==> src/rtl/dotmatrix_scan_driver_if.sv <==
// Bus between the dot-matrix frame source and the scan driver.
// master: frame source / display controller side; slave: the scan driver.
interface dotmatrix_scan_driver_if;
  localparam int unsigned FRAME_W = 16;
  localparam int unsigned LINE_W  = 4;

  logic                power;
  logic [FRAME_W-1:0]  frame;
  logic [LINE_W-1:0]   row_sel;
  logic [LINE_W-1:0]   col_data;
  logic                frame_start;
  logic                onehot_err;

  modport master (
    output power,
    output frame,
    input  row_sel,
    input  col_data,
    input  frame_start,
    input  onehot_err
  );

  modport slave (
    input  power,
    input  frame,
    output row_sel,
    output col_data,
    output frame_start,
    output onehot_err
  );
endinterface

==> src/rtl/dotmatrix_scan_driver.sv <==
// Row-multiplexed 4x4 LED scan driver with per-row blanking and a frame
// shadow register that is only reloaded at frame boundaries.
// Optional macro DOTMATRIX_ONEHOT_CHECK_EN adds a latched flag that is set
// when the frame captured at a boundary does not have exactly one lit pixel.
module dotmatrix_scan_driver #(
  parameter int unsigned DIV            = 1000,
  parameter int unsigned BLANK          = 8,
  parameter bit          COL_ACTIVE_LOW = 1'b0
) (
  input  logic                    clk,
  input  logic                    reset,
  dotmatrix_scan_driver_if.slave  bus
);

  localparam int unsigned CNT_W   = $clog2(DIV);
  localparam int unsigned ROW_W   = 2;
  localparam int unsigned LINE_W  = 4;
  localparam int unsigned FRAME_W = 16;

  localparam logic [CNT_W-1:0]  CNT_MAX   = CNT_W'(DIV - 1);
  localparam logic [CNT_W-1:0]  CNT_BLANK = CNT_W'(BLANK);
  localparam logic [ROW_W-1:0]  ROW_LAST  = ROW_W'(3);
  localparam logic [LINE_W-1:0] COL_OFF   = COL_ACTIVE_LOW ? 4'hF : 4'h0;

  logic [CNT_W-1:0]   cnt_q, cnt_d;
  logic [ROW_W-1:0]   row_q, row_d;
  logic [FRAME_W-1:0] shadow_q, shadow_d;
  logic [LINE_W-1:0]  row_sel_q, row_sel_d;
  logic [LINE_W-1:0]  col_q, col_d;
  logic               fs_q, fs_d;
  logic               boundary_c;

  // Next scan position, shadow reload and output decode of the new position
  always_comb begin
    cnt_d      = cnt_q;
    row_d      = row_q;
    shadow_d   = shadow_q;
    row_sel_d  = '0;
    col_d      = COL_OFF;
    fs_d       = 1'b0;
    boundary_c = 1'b0;

    if (!bus.power) begin
      // Park just before a boundary so restart begins with a fresh frame
      cnt_d = CNT_MAX;
      row_d = ROW_LAST;
    end else begin
      boundary_c = (cnt_q == CNT_MAX) && (row_q == ROW_LAST);
      if (cnt_q == CNT_MAX) begin
        cnt_d = '0;
        row_d = row_q + ROW_W'(1);
      end else begin
        cnt_d = cnt_q + CNT_W'(1);
      end
      if (boundary_c) begin
        shadow_d = bus.frame;
        fs_d     = 1'b1;
      end
      if (cnt_d >= CNT_BLANK) begin
        row_sel_d = 4'b0001 << row_d;
        col_d     = shadow_d[{row_d, 2'b00} +: LINE_W] ^ COL_OFF;
      end
    end
  end

  // Scan state and registered outputs; reset has priority
  always_ff @(posedge clk) begin
    if (reset) begin
      cnt_q     <= CNT_MAX;
      row_q     <= ROW_LAST;
      shadow_q  <= '0;
      row_sel_q <= '0;
      col_q     <= COL_OFF;
      fs_q      <= 1'b0;
    end else begin
      cnt_q     <= cnt_d;
      row_q     <= row_d;
      shadow_q  <= shadow_d;
      row_sel_q <= row_sel_d;
      col_q     <= col_d;
      fs_q      <= fs_d;
    end
  end

  assign bus.row_sel     = row_sel_q;
  assign bus.col_data    = col_q;
  assign bus.frame_start = fs_q;

`ifdef DOTMATRIX_ONEHOT_CHECK_EN
  logic err_q;
  logic frame_bad_c;

  // Zero lit pixels, or more than one, means the cursor was lost or duplicated
  assign frame_bad_c = (bus.frame == '0) ||
                       ((bus.frame & (bus.frame - FRAME_W'(1))) != '0);

  // Validity flag captured with the frame and held until the next boundary
  always_ff @(posedge clk) begin
    if (reset) begin
      err_q <= 1'b0;
    end else if (boundary_c) begin
      err_q <= frame_bad_c;
    end
  end

  assign bus.onehot_err = err_q;
`else
  assign bus.onehot_err = 1'b0;
`endif

endmodule

==> src/flat_wrapper.sv <==
// flat-port wrapper written by rule: the top's interface ports become plain ports
module dotmatrix_scan_driver_flat 
#(
  parameter int unsigned DIV            = 1000,
  parameter int unsigned BLANK          = 8,
  parameter bit          COL_ACTIVE_LOW = 1'b0
)
  (clk, reset, bus_power, bus_frame, bus_row_sel, bus_col_data, bus_frame_start, bus_onehot_err);
  dotmatrix_scan_driver_if bus_i ();
  input  logic clk;
  input  logic reset;
  input wire logic [$bits(bus_i.power)-1:0] bus_power;
  input wire logic [$bits(bus_i.frame)-1:0] bus_frame;
  output wire logic [$bits(bus_i.row_sel)-1:0] bus_row_sel;
  output wire logic [$bits(bus_i.col_data)-1:0] bus_col_data;
  output wire logic [$bits(bus_i.frame_start)-1:0] bus_frame_start;
  output wire logic [$bits(bus_i.onehot_err)-1:0] bus_onehot_err;
  assign bus_i.power = bus_power;
  assign bus_i.frame = bus_frame;
  assign bus_row_sel = bus_i.row_sel;
  assign bus_col_data = bus_i.col_data;
  assign bus_frame_start = bus_i.frame_start;
  assign bus_onehot_err = bus_i.onehot_err;
  dotmatrix_scan_driver #(.DIV(DIV), .BLANK(BLANK), .COL_ACTIVE_LOW(COL_ACTIVE_LOW)) u_core (.clk(clk), .reset(reset), .bus(bus_i));
endmodule
==> config.mk <==
export PLATFORM = sky130hd
export DESIGN_NAME = dotmatrix_scan_driver_flat
export DESIGN_NICKNAME = d
export VERILOG_FILES = /design/src/rtl/dotmatrix_scan_driver_if.sv /design/src/rtl/dotmatrix_scan_driver.sv /design/src/flat_wrapper.sv
export SDC_FILE = /design/constraint.sdc
export NUM_CORES = 1
export LEC_CHECK = 0
export BUFFER_PORTS_ARGS = -buffer_cell sky130_fd_sc_hd__buf_4
export CAP_MARGIN = 20
export CORE_MARGIN = 4
export CORE_UTILIZATION = 50
export DETAILED_ROUTE_END_ITERATION = 10
export PLACE_DENSITY_LB_ADDON = 0.05
export SYNTH_ARGS = -nofsm -noshare
export SYNTH_HDL_FRONTEND = slang
export SYNTH_SLANG_ARGS = --single-unit
==> constraint.sdc <==
create_clock -name clk -period 2.24 [get_ports clk]
set_clock_uncertainty 0.05 [all_clocks]
set_input_delay 0.112 -clock clk [delete_from_list [all_inputs] [get_ports clk]]
set_output_delay 0.112 -clock clk [all_outputs]
set_load 0.1 [all_outputs]
[Word level (Yosys, flattened, before mapping)]
Index checks and enable logic that the tools add are counted.
Storage, ports and cells
  bits of input ports: 19
  flip-flop bits (word level): 37
  output and inout bits: 10
  word-level logic and storage cells: 25
Operators by class
  add/sub/neg operators: 2
  reductions and logical operators: 3
  $lt $le $gt $ge: 1
  shift-type cells: 2
  bitwise gates (word level): 2
  eq/ne operators: 2
  multiplexer cells: 7
Operator list (number)
  16-bit two-way mux: 2
  10-bit two-way mux: 2
  16-bit by 5-bit variable part select with 4-bit output: 1
  10-bit by 1-bit adder with 10-bit output (second input constant): 1
  10-bit equality test (second input constant): 1
  10-bit by 4-bit >= comparator with 1-bit output (second input constant): 1
  2-bit two-way mux: 2
  1-bit by 2-bit << shifter with 4-bit output (first input constant): 1
  3-bit OR reduction: 1
  2-bit by 1-bit adder with 2-bit output (second input constant): 1
  2-bit equality test (second input constant): 1
  1-bit inverter: 2
  2-bit OR reduction: 1
  1-bit logical AND: 1
  1-bit two-way mux: 1

[Logic depth before layout (Yosys ltp)]
Gate-level depths: netlist of run 1.
  depth after elaboration: 6
  gate-level depth with buffers: 7
  mapped depth without buffers: 6

[Worst setup path before layout of run 1]
No wires, ideal clock.
  kind: reg2reg
  start: register u_core.cnt_q[0]
  end: register u_core.col_q[1] (netlist: u_core.bus.col_data[1])
  required time: 2.047 ns
  setup slack: 0.365 ns
  cell stages (with the launch flop): 7
  buffers on the path: 0
  arrival: 1.682 ns
  setup time: 0.143 ns
  clock period less this slack: 1.875 ns
  cell sequence: dfxtp_1 -> ha_1 -> nand4bb_4 -> nor3_4 -> a41oi_2 -> nor3b_4 -> a22oi_1
Between the ends
  word-level cells in the longest chain between the ends: 6
  elaborated cells between the ends (all ways): 13
  classes of those cells: add/sub (1); order compare (1); eq/ne (1); shift (1); mux (6); bitwise (1); reduce/logical (2)
RTL lines
  from (decl): RTL line dotmatrix_scan_driver.sv:25  | logic [CNT_W-1:0] cnt_q, cnt_d;
  from (signal assigned): RTL line dotmatrix_scan_driver.sv:76  | cnt_q <= cnt_d;
  10-bit by 1-bit adder with 10-bit output or 10-bit equality test (tied branches): RTL line dotmatrix_scan_driver.sv:53, dotmatrix_scan_driver.sv:48, dotmatrix_scan_driver.sv:49
  10-bit two-way mux: RTL line dotmatrix_scan_driver.sv:49  | if (cnt_q == CNT_MAX) begin
  10-bit two-way mux: RTL line dotmatrix_scan_driver.sv:43  | if (!bus.power) begin
  10-bit by 4-bit >= comparator with 1-bit output: RTL line dotmatrix_scan_driver.sv:59  | if (cnt_d >= CNT_BLANK) begin
  1-bit inverter (no source line)
  3-bit OR reduction (no source line)
  to (signal assigned): RTL line dotmatrix_scan_driver.sv:80  | col_q <= col_d;
  to (decl): RTL line dotmatrix_scan_driver.sv:29  | logic [LINE_W-1:0] col_q, col_d;
Parallel ways exist; a longest one is shown, timed or not. The select of a mux whose other input is x is not followed.
A chain may end at the register's enable or synchronous reset.

[Worst setup path after layout of run 1]
  start: register u_core.cnt_q[0]
  end: register u_core.col_q[2] (netlist: u_core.bus.col_data[2])
The elaborated chain is that of the path after synthesis.

==> flow_summary.yaml, run 1 <==
timing:
  fin_crit_ns: 2.04
  whs_ns: 0.00957
  report.final.slew_viol_count: 0
  setup_viol: 0
  fmax_ghz: 0.491
  hold_violations: 0
  setup_tns_ns: 0
  period_share_pct: 91.0
  rsz0062_at_grt: "no"
worst_setup_path:
  required_ns: 2.40
  critPathArrivalTime_ns: 2.20
  start_kind: "flop"
  endpoint_kind: "flop"
  path_class: "flop to flop"
  reg2reg_depth: 6
  crit_path_max_fanout: 7
finish:
  n_antenna_cell: 0
  area_delta_synth_final_pct: 20.0
  postLayoutCellArea_um2: 2430
  drive_gt1_share_pct: 27.0
  n_fill_cell: 343
  fin_nets: 262
drt:
  dr.pass1.iters: 6
  routed_via_density: 5.80
  drtIter0Drc: 104
  vias: 1676
  ant_nets: 0
  routed_wl_um: 4590
  drc: 0
  wl_per_cell_um: 15.9
run:
  maxCapViolCount: 0
hold_path:
  hold_depth: 3
  hp-class: "input port to flop"
floorplan:
  rows: 22
  die_h_um: 71.7
  initial_core_util_pct: 53.3
  pin_count: 29
  core_area_um2: 3800
  die_area_um2: 5130
  die_w_um: 71.7
yosys:
  yosys_warnings: 0
  netlist_instances: 209
  ys_ff_latch: 37
  syn_avg_cell_area_um2: 9.69
  ys_seq_area_share_pct: 36.6
  syn_area_um2: 2030
  syn_nets: 231
  synthArstFlopShare_pct: 0
  synth_edf_count: 0
  synthFlopType: "dfxtp_1"
  synth.distinct_cells: 51
clock_tree:
  root_buffer: "clkbuf_8"
  clk_pin_slew_ns: 0.07
  h-tree-depth: 2
  ctsResizeCount: 0
  cts_hold_buf: 0
  cts_buffers: 5
  cts_sinks: 37
  clockBufferDepth: 2
  clk_latency_ns: 0.29
  post_cts_buffers: 0
  cts_tree: "built"
status:
  outcome: "complete, no violations"
global_route:
  antenna_found_initial: 0
  grt.total_usage_pct: 19.3
  grt-ovfl-total: 0
  grt_pass1_vias: 1638
  grt_max_degree: 22
  grt_pass1_wl_um: 7780
placement:
  dp_hpwl_um: 3390
  place.gp.congestion: 0.844
  placed_cell_area_um2: 2270
  port_buffers: 27
power:
  power.density_nw_per_um2: 952
  p_leak_nw: 1.17
  ir_drop_mv: 0.428
final timing paths:
check | startpoint | end | slack, ns
max reg2reg | u_core.cnt_q[0]$_SDFF_PP1_ | u_core.bus.col_data[2]$_SDFF_PP0_ | 0.20
max | u_core.cnt_q[0]$_SDFF_PP1_ | u_core.bus.col_data[2]$_SDFF_PP0_ | 0.20
min reg2reg | u_core.shadow_q[10]$_SDFFE_PP0P_ | u_core.shadow_q[10]$_SDFFE_PP0P_ | 0.47
min | bus_frame[10] | u_core.shadow_q[10]$_SDFFE_PP0P_ | 0.01
cell usage in the layout (no fill, tap or decap), types with 2 or more instances in the layout:
cell type,netlist,layout
a211oi_2,2,2
o21ai_0,10,10
a31oi_1,3,3
mux2i_1,27,27
nand3_1,7,7
nand2_1,18,18
and3_1,2,2
inv_1,6,6
nand2b_1,2,2
clkbuf_8,0,5
buf_4,2,36
ha_1,3,3
mux4_2,5,5
or3_1,2,2
bufinv_16,0,2
xor2_1,2,2
o211ai_1,3,3
nor2_1,22,22
a21oi_1,3,3
or4_1,2,2
a311oi_1,3,3
a22oi_1,5,5
dfxtp_1,37,37
xnor2_1,4,4
nand4_1,4,4
state kept, by name, indices dropped and copies added, names as in the netlist:
register	count
u_core.bus.col_data	4
u_core.row_q	2
u_core.shadow_q	16
u_core.cnt_q	10
u_core.bus.frame_start	1
u_core.bus.row_sel	4
per-layer routing:
layer	GRT usage, %	up-vias	part of all wire [%]
met5	0	-	0
met4	7.31	0	1.9
met3	4.49	8	5.3
met2	30.0	58	46
met1	25.9	788	47
li1	-	822	-
final cells by class:
type | instances | area [um^2] | share of cell area (%)
Tap cell | 48 | 60.1 | 2.47
Timing Repair Buffer | 37 | 290 | 11.9
Multi-Input combinational cell | 153 | 1180 | 48.7
Clock buffer | 5 | 68.8 | 2.83
Sequential cell | 37 | 741 | 30.5
Clock inverter | 3 | 65.1 | 2.68
Inverter | 6 | 22.5 | 0.926
power breakdown:
| group | internal [mW] | switching [mW] | total [mW] |
|---|---|---|---|
| registers | 0.726 | 0.0509 | 0.777 |
| logic | 0.326 | 0.526 | 0.852 |
| clock network | 0.442 | 0.243 | 0.685 |
worst max-delay path, stage by stage, from the launching register on:
cell and delay, ns:
dfxtp_1 0.38, ha_1 0.32, and4bb_2 0.38, nand4_1 0.16, a21oi_2 0.35, o211ai_1 0.16, a22oi_1 0.17
cells by family (layout without fill, tap and decap cells):
group / count (synthesis) / after routing / share of synthesized area (%)
adder cells (fa/ha/maj): 3 / 3 / 1.85
other: 1 / 1 / 0.185
AND/OR/NAND/NOR: 73 / 73 / 20.6
buffers and inverters: 19 / 51 / 5.00
multiplexers: 32 / 32 / 18.9
flip-flops: 37 / 37 / 36.6
AO/OA/AOI/OAI: 37 / 37 / 13.5
XOR/XNOR: 7 / 7 / 3.40
through the flow:
stage          power (mW)  worst slack, ns  util, %  cells
6_report             2.31            0.202     64.0    289
5_1_grt              2.44           0.0195     64.0    289
4_1_cts              2.31            0.107     63.3    287
3_3_place_gp         1.60            0.222     59.7    279
3_5_place_dp         1.62            0.118     59.7    279
2_1_floorplan        1.44            0.365        -    209
synthesized netlist by cell type, types with 3 or more instances:
library cell,instances,share of area (%)
dfxtp_1,37,37
mux2i_1,27,13
nand3_1,7,1.7
a311oi_1,3,1.3
nor2_1,22,4.1
nand2_1,18,3.3
a31oi_1,3,0.93
o21ai_0,10,2.5
ha_1,3,1.9
mux4_2,5,5.6
inv_1,6,1.1
o211ai_1,3,1.1
a22oi_1,5,1.9
xnor2_1,4,1.7
nand4_1,4,1.2
a21oi_1,3,0.74
clkbuf_1,5,0.93
buf_2,3,0.74
No activity file was read; power rests on OpenSTA's default activity.
==> inputs of run 2 (changes only) <==
- CORE_MARGIN: 4 -> 1.5
==> run 2 against run 1 <==
Net effect: via count is 2.2% lower; fmax shrank 0.36%; first-iteration DRC count rose by 30%; critical endpoint unchanged; clock power decreased by 25%; global-route usage increased by 2.7 points.
==> flow_summary.yaml, run 2 (same netlist as run 1, synthesis figures left out) <==
finish:
  area_delta_synth_final_pct: 18.0
  drive_gt1_share_pct: 26.7
  final_cell_mix: "dfxtp_1 (37), buf_4 (35), mux2i_1 (27), nor2_1 (22), nand2_1 (18)"
  fin_nets: 261
  n_fill_cell: 318
  n_antenna_cell: 0
  regMostFlops: "u_core.shadow_q"
  largest_register_ffs: 16
  top_regs: "u_core.shadow_q (16), u_core.cnt_q (10)"
  final_common_cell: "dfxtp_1"
worst_setup_path:
  slowest_stage: "dfxtp_1"
  crit_buf_inv: 0
  r2r_start: "u_core.cnt_q[0]$_SDFF_PP1_"
  critPathArrivalTime_ns: 2.15
  reg2reg_depth: 6
  crit_path_end: "u_core.bus.col_data[2]$_SDFF_PP0_"
  endpoint_kind: "flop"
  rr_endpoint: "u_core.bus.col_data[2]$_SDFF_PP0_"
  crit_start: "u_core.cnt_q[0]$_SDFF_PP1_"
  cp.depth: 6
  cp_top_family: "simple AND/OR/NAND/NOR gates"
  rrSetupSlack_ns: 0.19
  required_ns: 2.34
  path_cells: "ha_1 -> nand4bb_4 -> nor2_1 -> o311a_1 -> nor3b_4 -> a22oi_1"
  start_kind: "flop"
  cpPeakStageDelay_ns: 0.38
  path_class: "flop to flop"
  crit_path_max_fanout: 8
clock_tree:
  post_cts_buffers: 0
  clk_latency_ns: 0.29
  root_buffer: "clkbuf_8"
  cts_hold_buf: 0
  ctsResizeCount: 0
  cts_sinks: 37
  h-tree-depth: 2
  cts_tree: "built"
  cts_buffers: 5
  clockBufferDepth: 2
  clk_pin_slew_ns: 0.07
power:
  combPwrFrac_pct: 39.4
  clkPwrFrac_pct: 24.0
  ir_drop_mv: 0.537
  power.density_nw_per_um2: 891
  p_leak_nw: 1.15
  finalPower_mw: 2.13
  p_switching_uw: 801
  swShare_pct: 37.6
  internal-power_mw: 1.33
  sequentialPowerShare_pct: 36.6
global_route:
  grt_pass1_vias: 1524
  grt_max_degree: 22
  grt_pass1_wl_um: 7290
  grt-ovfl-total: 0
  grt.total_usage_pct: 22.0
  antenna_found_initial: 0
drt:
  drc: 0
  ant_nets: 0
  routed_via_density: 5.69
  wl_per_cell_um: 15.1
  routed_wl_um: 4350
  dr.pass1.iters: 4
  drtIter0Drc: 135
  vias: 1639
status:
  outcome: "complete, no violations"
timing:
  rsz0062_at_grt: "no"
  period_share_pct: 91.3
  hold_violations: 0
  fin_crit_ns: 2.05
  setup_tns_ns: 0
  fmax_ghz: 0.489
  report.final.slew_viol_count: 0
  setup_viol: 0
run:
  maxCapViolCount: 0
placement:
  port_buffers: 27
  dp_hpwl_um: 3240
  place.gp.congestion: 0.883
floorplan:
  pin_count: 29
  core_area_um2: 3770
  rows: 22
  die_w_um: 66.7
  initial_core_util_pct: 53.7
  die_area_um2: 4440
  die_h_um: 66.7
hold_path:
  hp-class: "input port to flop"
  worstHoldStart: "bus_frame[8]"
==> run 2: power by group through the flow <==
stage	registers (mW)	clock network [mW]	logic, mW
2_1_floorplan	0.928	0	0.511
3_3_place_gp	0.788	0	0.815
3_5_place_dp	0.793	0	0.825
4_1_cts	0.779	0.523	0.829
5_1_grt	0.788	0.558	0.903
6_report	0.779	0.511	0.840
==> run 2: worst reg2reg max path: stages (launching register included) <==
cell	delay [ns]
dfxtp_1	0.38
ha_1	0.33
nand4bb_4	0.18
nor2_1	0.23
o311a_1	0.22
nor3b_4	0.37
a22oi_1	0.15
==> run 2: cell type report <==
| cell class | count | area [um^2] | share of cell area (%) |
|---|---|---|---|
| clock inverters | 1 | 5.00 | 0.209 |
| repair buffers | 36 | 283 | 11.8 |
| multi-input cells | 153 | 1180 | 49.5 |
| inverters | 6 | 22.5 | 0.942 |
| well taps | 48 | 60.1 | 2.51 |
| flip-flops and latches | 37 | 741 | 31.0 |
| clock buffers | 7 | 96.3 | 4.03 |
==> run 2: routing by layer <==
metal / global-route usage (%) / up-vias / part of all wire (%)
li1: - / 816 / -
met1: 29.6 / 777 / 48
met4: 6.12 / 0 / 0.51
met3: 6.08 / 2 / 5.1
met5: 0 / - / 0
met2: 34.4 / 44 / 46
==> run 2: per-stage QoR <==
stage	instance area, um^2	util, %	hold slack, ns	setup slack (ns)	instances
finish	2390	63.4	0.00946	0.194	288
CTS	2370	62.9	0.00751	0.128	287
floorplan	2030	-	0.206	0.365	209
global placement	2270	60.2	0.299	0.242	279
global route	2390	63.4	0.00885	0.0171	288
detailed placement	2270	60.2	0.311	0.121	279
==> run 2: how the worst min path moves through the flow <==
| stage | endpoint | depth (start not counted) | slack [ns] |
|---|---|---|---|
| 2_1_floorplan | u_core.shadow_q[0]$_SDFFE_PP0P_ | 2 | 0.21 |
| 3_3_place_gp | u_core.shadow_q[10]$_SDFFE_PP0P_ | 3 | 0.30 |
| 3_5_place_dp | u_core.shadow_q[10]$_SDFFE_PP0P_ | 3 | 0.31 |
| 4_1_cts | u_core.shadow_q[8]$_SDFFE_PP0P_ | 3 | 0.008 |
| 5_1_grt | u_core.shadow_q[8]$_SDFFE_PP0P_ | 3 | 0.009 |
| 6_report | u_core.shadow_q[8]$_SDFFE_PP0P_ | 3 | 0.009 |
